===== config.mk =====
export PLATFORM = sky130hd
export DESIGN_NAME = param_priority_encoder
export DESIGN_NICKNAME = d
export VERILOG_FILES = /design/src/rtl/param_priority_encoder.sv
export SDC_FILE = /design/constraint.sdc
export NUM_CORES = 1
export LEC_CHECK = 0
export ABC_AREA = 0
export CORE_AREA = 2 2 39 41
export DETAILED_ROUTE_END_ITERATION = 7
export DIE_AREA = 0 0 41 43
export HOLD_SLACK_MARGIN = 0.06
export PLACE_DENSITY = 0.74
export SYNTH_ARGS = -nofsm -noshare
export SYNTH_HDL_FRONTEND = slang
export SYNTH_SLANG_ARGS = --single-unit

===== constraint.sdc =====
create_clock -name clk -period 1.4 [get_ports clk]
set_input_delay 0.28 -clock clk [delete_from_list [all_inputs] [get_ports clk]]
set_output_delay 0.28 -clock clk [all_outputs]
set_load 0.1 [all_outputs]

===== src/rtl/param_priority_encoder.sv =====
// Registered priority encoder with selectable direction, zero/multi-hot flags and a one-deep valid/ready output stage.
// Optional round-robin search order is enabled by defining PRIORITY_ENC_ROUND_ROBIN_EN.
module param_priority_encoder #(
  parameter int WIDTH = 8,
  localparam int YW = $clog2(WIDTH)
) (
  input  logic             clk,
  input  logic             rst_n,
  input  logic             en,
  input  logic [WIDTH-1:0] a,
  input  logic             mode,
  output logic             in_ready,
  output logic             out_valid,
  input  logic             out_ready,
  output logic [YW-1:0]    y,
  output logic             zero,
  output logic             multi
);

  function automatic logic [YW-1:0] hi_index(input logic [WIDTH-1:0] v);
    logic [YW-1:0] idx;
    idx = {YW{1'b0}};
    for (int i = 0; i < WIDTH; i++) begin
      idx = v[i] ? YW'(i) : idx;
    end
    return idx;
  endfunction

  function automatic logic [YW-1:0] lo_index(input logic [WIDTH-1:0] v);
    logic [YW-1:0] idx;
    idx = {YW{1'b0}};
    for (int i = WIDTH - 1; i >= 0; i--) begin
      idx = v[i] ? YW'(i) : idx;
    end
    return idx;
  endfunction

  // Clearing the lowest set bit leaves something only when two or more bits were set.
  function automatic logic has_multi(input logic [WIDTH-1:0] v);
    return (v & (v - WIDTH'(1))) != {WIDTH{1'b0}};
  endfunction

`ifdef PRIORITY_ENC_ROUND_ROBIN_EN
  function automatic logic [YW-1:0] rr_index(input logic [WIDTH-1:0] v,
                                             input logic [YW-1:0]    start);
    logic [YW-1:0] idx;
    logic          found;
    int            j;
    idx   = {YW{1'b0}};
    found = 1'b0;
    for (int k = 0; k < WIDTH; k++) begin
      j     = int'(start) + k;
      j     = (j >= WIDTH) ? j - WIDTH : j;
      idx   = (!found && v[j]) ? YW'(j) : idx;
      found = found | v[j];
    end
    return idx;
  endfunction

  logic [YW-1:0] ptr_r;
`endif

  logic          out_valid_r;
  logic [YW-1:0] y_r;
  logic          zero_r;
  logic          multi_r;
  logic [YW-1:0] y_s;
  logic          zero_s;
  logic          multi_s;
  logic          accept_s;

  assign in_ready  = !out_valid_r || out_ready;
  assign accept_s  = en && in_ready;
  assign out_valid = out_valid_r;
  assign y         = y_r;
  assign zero      = zero_r;
  assign multi     = multi_r;

  // Encode the presented request vector.
  always_comb begin
    zero_s  = (a == {WIDTH{1'b0}});
    multi_s = has_multi(a);
`ifdef PRIORITY_ENC_ROUND_ROBIN_EN
    y_s     = rr_index(a, ptr_r);
`else
    if (mode) begin
      y_s = lo_index(a);
    end else begin
      y_s = hi_index(a);
    end
`endif
  end

  // Output register: load on accept, clear valid on drain, hold during stall.
  always_ff @(posedge clk or negedge rst_n) begin
    if (!rst_n) begin
      out_valid_r <= 1'b0;
      y_r         <= {YW{1'b0}};
      zero_r      <= 1'b0;
      multi_r     <= 1'b0;
    end else if (accept_s) begin
      out_valid_r <= 1'b1;
      y_r         <= y_s;
      zero_r      <= zero_s;
      multi_r     <= multi_s;
    end else if (out_ready) begin
      out_valid_r <= 1'b0;
    end
  end

`ifdef PRIORITY_ENC_ROUND_ROBIN_EN
  // Search pointer advances past the winner; wraps explicitly at WIDTH-1.
  always_ff @(posedge clk or negedge rst_n) begin
    if (!rst_n) begin
      ptr_r <= {YW{1'b0}};
    end else if (accept_s && !zero_s) begin
      ptr_r <= (y_s == YW'(WIDTH - 1)) ? {YW{1'b0}} : y_s + YW'(1);
    end
  end
`endif

endmodule


[Word-level counts from Yosys, hierarchy flattened]
Index checks and enable logic that the tools add are counted.
Word-level totals
  flip-flop bits (word level): 6
  input bits: 13
  output and inout port bits: 7
  logic and storage cells: 30
Operators by class
  add/sub/neg operators: 1
  muxes and demuxes: 18
  bitwise logic cells: 1
  reductions and logical operators: 6
Operators by type and width (count)
  two-way mux 3 bit: 13
  AND 8 bit: 1
  logical NOT 8 bit: 1
  nonzero test 8 bit: 1
  subtractor 8 x 1 -> 8 bit (second input constant): 1
  two-way mux 2 bit: 2
  two-way mux 1 bit: 3
  nonzero test 2 bit: 1
  logical AND 1 bit: 1
  logical NOT 1 bit: 1
  logical OR 1 bit: 1

[Longest topological paths before layout]
  depth after elaboration: 9
  gate-level depth with buffers: 4
  mapped depth without buffers: 4

[Worst setup path before layout]
OpenSTA, ideal clock, no wires.
  path type: register to register
  start point: reg out_valid_r, in the netlist out_valid
  end point: reg multi_r, in the netlist multi
  library setup time: 0.126 ns
  arrival: 2.593 ns
  required time: 1.274 ns
  setup slack: -1.320 ns
  stages on the path, launching flop included: 5
  path buffers: 0
  clock period less this slack: 2.720 ns
  cells stage by stage: dfrtp_1 -> nand2b_1 -> nand2_1 -> nor3_1 -> a221o_1
Between the ends
  word-level cells in the longest chain between the ends: 3
RTL lines
  start: declaration: line 63  | logic out_valid_r;
  start signal: assignment: line 97  | out_valid_r <= 1'b0;
  start signal: assignment: line 102  | out_valid_r <= 1'b1;
  start signal: assignment: line 107  | out_valid_r <= 1'b0;
  logical NOT 1 bit: line 72  | assign in_ready = !out_valid_r || out_ready;
  logical OR 1 bit: line 72
  named net in_ready: line 12  | output logic in_ready,
  logical AND 1 bit: line 73  | assign accept_s = en && in_ready;
  end signal: assignment: line 105  | multi_r <= multi_s;
  end: declaration: line 66  | logic multi_r;
The timed path passes the listed nets, and every way through them passes these cells.
A chain may end at the register's enable or synchronous reset.

[Worst setup path in the final report]
  start point: in a[6]
  end point: reg multi_r, in the netlist multi
Between the ends
  word-level cells in the longest chain between the ends: 3
RTL lines
  start: declaration: line 10  | input logic [WIDTH-1:0] a,
  subtractor 8 x 1 -> 8 bit: line 40  | return (v & (v - WIDTH'(1))) != {WIDTH{1'b0}};
  AND 8 bit (*): line 40
  nonzero test 8 bit (*): line 40
Mark *: on every way between the ends. The rest lies on a longest branch, timed or not.

==> flow_metrics.tcl <==
set metrics [dict create \
    worst_pin_slew_ns 0.2646 \
    cts_buffer_depth 2 \
    cp-start-kind "input pin" \
    io_buffer_count 19 \
    synth-adder-area-share_pct 2.492 \
    drc 0 \
    setup_ws_ns -0.01110 \
    ir_worst_vdd_uv 405.8 \
    synthToLayoutAreaGrowth_pct 109.7 \
    synthArstFlopShare_pct 100.0 \
    wl_per_cell_um 10.91 \
    cts_hold_repair.buffers 0 \
    io_pins 20 \
    final_nets 99 \
    rr_endpoint "multi" \
    placement_rows 14 \
    synth_nets 62 \
    dieWidth_um 41 \
    violations "setup timing" \
    cts_sinks 6 \
    met3_usage_pct 1.571 \
    p_int_mw 0.4719 \
    ys_ff_latch 6 \
    hp-class "in2async" \
    first_iter_violations 3 \
    pwr-share-clk_pct 22.1 \
    dp_slack_ns -0.6103 \
    critPathKind "in2reg" \
    netlist_area_sq_um 401.6 \
    switching_share_pct 40.00 \
    endpoint_kind "register" \
    status "finished with violations" \
    synthMuxAreaShare_pct 0 \
    fp.dieH_um 43 \
    synth_top_cell_by_area "dfrtp_1" \
    cts_max_level 1 \
    r2r_setup_slack_ns 0.27 \
    p_total_mw 0.7864 \
    grt_antenna_before_repair 0 \
    rsz0062_at_grt "true" \
    synth_cell_type_count 23 \
    dp_hpwl_um 891.7 \
    power.switching_mw 0.3146 \
    grt_overflow 0 \
    finalSetupViolCount 1 \
    clockRootBuffer "clkbuf_4" \
    synth_simple_gate_area_share_pct 29.28 \
    routabilityCongestion 0.8046 \
    grt_start_max_net_pins 8 \
    relSlewSlack_pct 82.30 \
    slew_viol_final 0 \
    cts_tree "done" \
    power_frac_seq_pct 27.4 \
    grt_pass1_vias 464 \
    yosys_warnings 0 \
    yosysSeqAreaShare_pct 37.38 \
    grt_pass1_wl_um 1863 \
    synth_cells 49 \
    drtPass1Iterations 4 \
    routed_via_density 4.980 \
    die-area_sq_um 1763 \
    synth_edf_count 0 \
    synth_top_family_by_area "simple AND/OR/NAND/NOR gates" \
    syn_area_per_cell_sq_um 8.197 \
    r2r_cells 4 \
    grt_usage_pct 15.90 \
    layout_worst_path_cycle_share_pct 100.8 \
    crit_required_ns 1.53 \
    grtUsageMet1_pct 15.86 \
    cts_made_buffers 3 \
    synth_area_leaders "dfrtp_1 (37%), a21oi_1 (6.2%), nand2b_1 (6.2%)" \
    routed_wl_um 1102 \
    synth_xor_area_share_pct 0 \
    clk_pin_slew_ns 0.05 \
    leakagePower_nw 0.3897 \
    core_sq_um 1384 \
    grt_use_met2_pct 27.50 \
    grt_busiest_layer "met2" \
    fillCellCount 117 \
    ant_nets 0 \
    final-hold-violation-count 0 \
    skew_ns 0.002022 \
    power_frac_comb_pct 50.5 \
    initial_core_util_pct 29.02 \
    maxCapViolations 0 \
    vias 503 \
    arrival_ns 1.54 \
    synth_compound_area_share_pct 28.97 \
    insertion_delay_ns 0.25 \
    diodes 0 \
    synthFlopType "dfrtp_1" \
    final_layout_size_suffix_gt1_share_pct 42.35 \
    max_freq_mhz 708.7 \
    worstPathMaxFanout 5 \
    reg2reg_from "out_valid" \
    p_per_area_nw_per_um2 933.9 \
    fin_crit_ns 1.411 \
    yosys.area.top_type_share_pct 37.38 \
]
layout make-up:
class,count,area (sq um),share of cell area [%]
clock buffer,4,26.28,3.120
inverter,2,7.507,0.8915
multi-input combinational,41,270.3,32.10
sequential,6,153.9,18.28
tap,16,20.02,2.377
timing repair buffer,32,364.1,43.24
state kept, by name, indices dropped and copies added (netlist names):
| register | count |
|---|---|
| zero | 1 |
| out_valid | 1 |
| multi | 1 |
| y | 3 |
layer usage:
metal / wire [um] / up-vias
met5: 0 / -
met4: 34 / 0
met3: 66 / 4
met2: 563 / 20
met1: 437 / 226
li1: - / 253
cell families after synthesis:
kind of cell,after synthesis
flip-flops,6
buffers and inverters,2
AO/OA/AOI/OAI,18
AND/OR/NAND/NOR,22
adder cells (fa/ha/maj),1
layout by cell type (no fill, tap or decap), types with 2 or more instances in the layout:
master and count:
dlygate4sd2_1 2, buf_12 7, nor2_1 5, inv_1 2, nand2b_1 3, or4_4 2, buf_6 5, clkdlybuf4s50_1 5
dfrtp_1 5, buf_4 11, clkbuf_4 3, o21ai_0 4, a21oi_1 5, nor3_1 2, nand2_1 5
through the flow:
step | setup TNS (ns) | hold slack (ns) | area, sq um | util [%] | cells
floorplan | -0.1491 | -0.01559 | 420.4 | - | 49
global placement | -1.679 | 0.5198 | 783.3 | 56.60 | 95
detailed placement | -1.819 | 0.5393 | 783.3 | 56.60 | 95
CTS | -0.06660 | 0.2774 | 824.5 | 59.58 | 100
global route | -0.05133 | 0.2913 | 842.1 | 60.85 | 101
finish | -0.01110 | 0.2693 | 842.1 | 60.85 | 101
worst max-delay path, cell delays in order:
cell and delay [ns]:
buf_6 0.09, or4_4 0.57, a211oi_2 0.21, o21bai_1 0.08, a221o_1 0.31
cell usage after synthesis (2+ instances only):
cell type and n:
a21oi_1 5, dfrtp_1 6, inv_1 2, nand2_1 6, nand2b_1 4, nor2_1 5, nor3_1 2, o21ai_0 4
what timing repair did:
item,in CTS,in global routing
pin swaps,3,5
setup endpoints to repair,5,2
resized for setup,22,4
setup buffers,1,1
worst max path at each step:
stage               start  endpoint  slack (ns)  depth (start not counted)
finish               a[6]     multi       -0.01                          5
global route         a[6]     multi       -0.05                          5
CTS                  a[5]     multi       -0.07                          4
detailed placement   a[6]     multi       -0.61                          5
global placement     a[6]     multi       -0.57                          5
floorplan            a[6]     multi       -0.12                          3
power by group through the flow:
stage / clock network [mW] / registers (mW) / logic, mW
6_report: 0.174 / 0.215 / 0.397
3_5_place_dp: 0 / 0.218 / 0.391
2_1_floorplan: 0 / 0.346 / 0.0736
3_3_place_gp: 0 / 0.217 / 0.387
5_1_grt: 0.188 / 0.217 / 0.420
4_1_cts: 0.178 / 0.216 / 0.394
(Power assumes the default switching activity.)
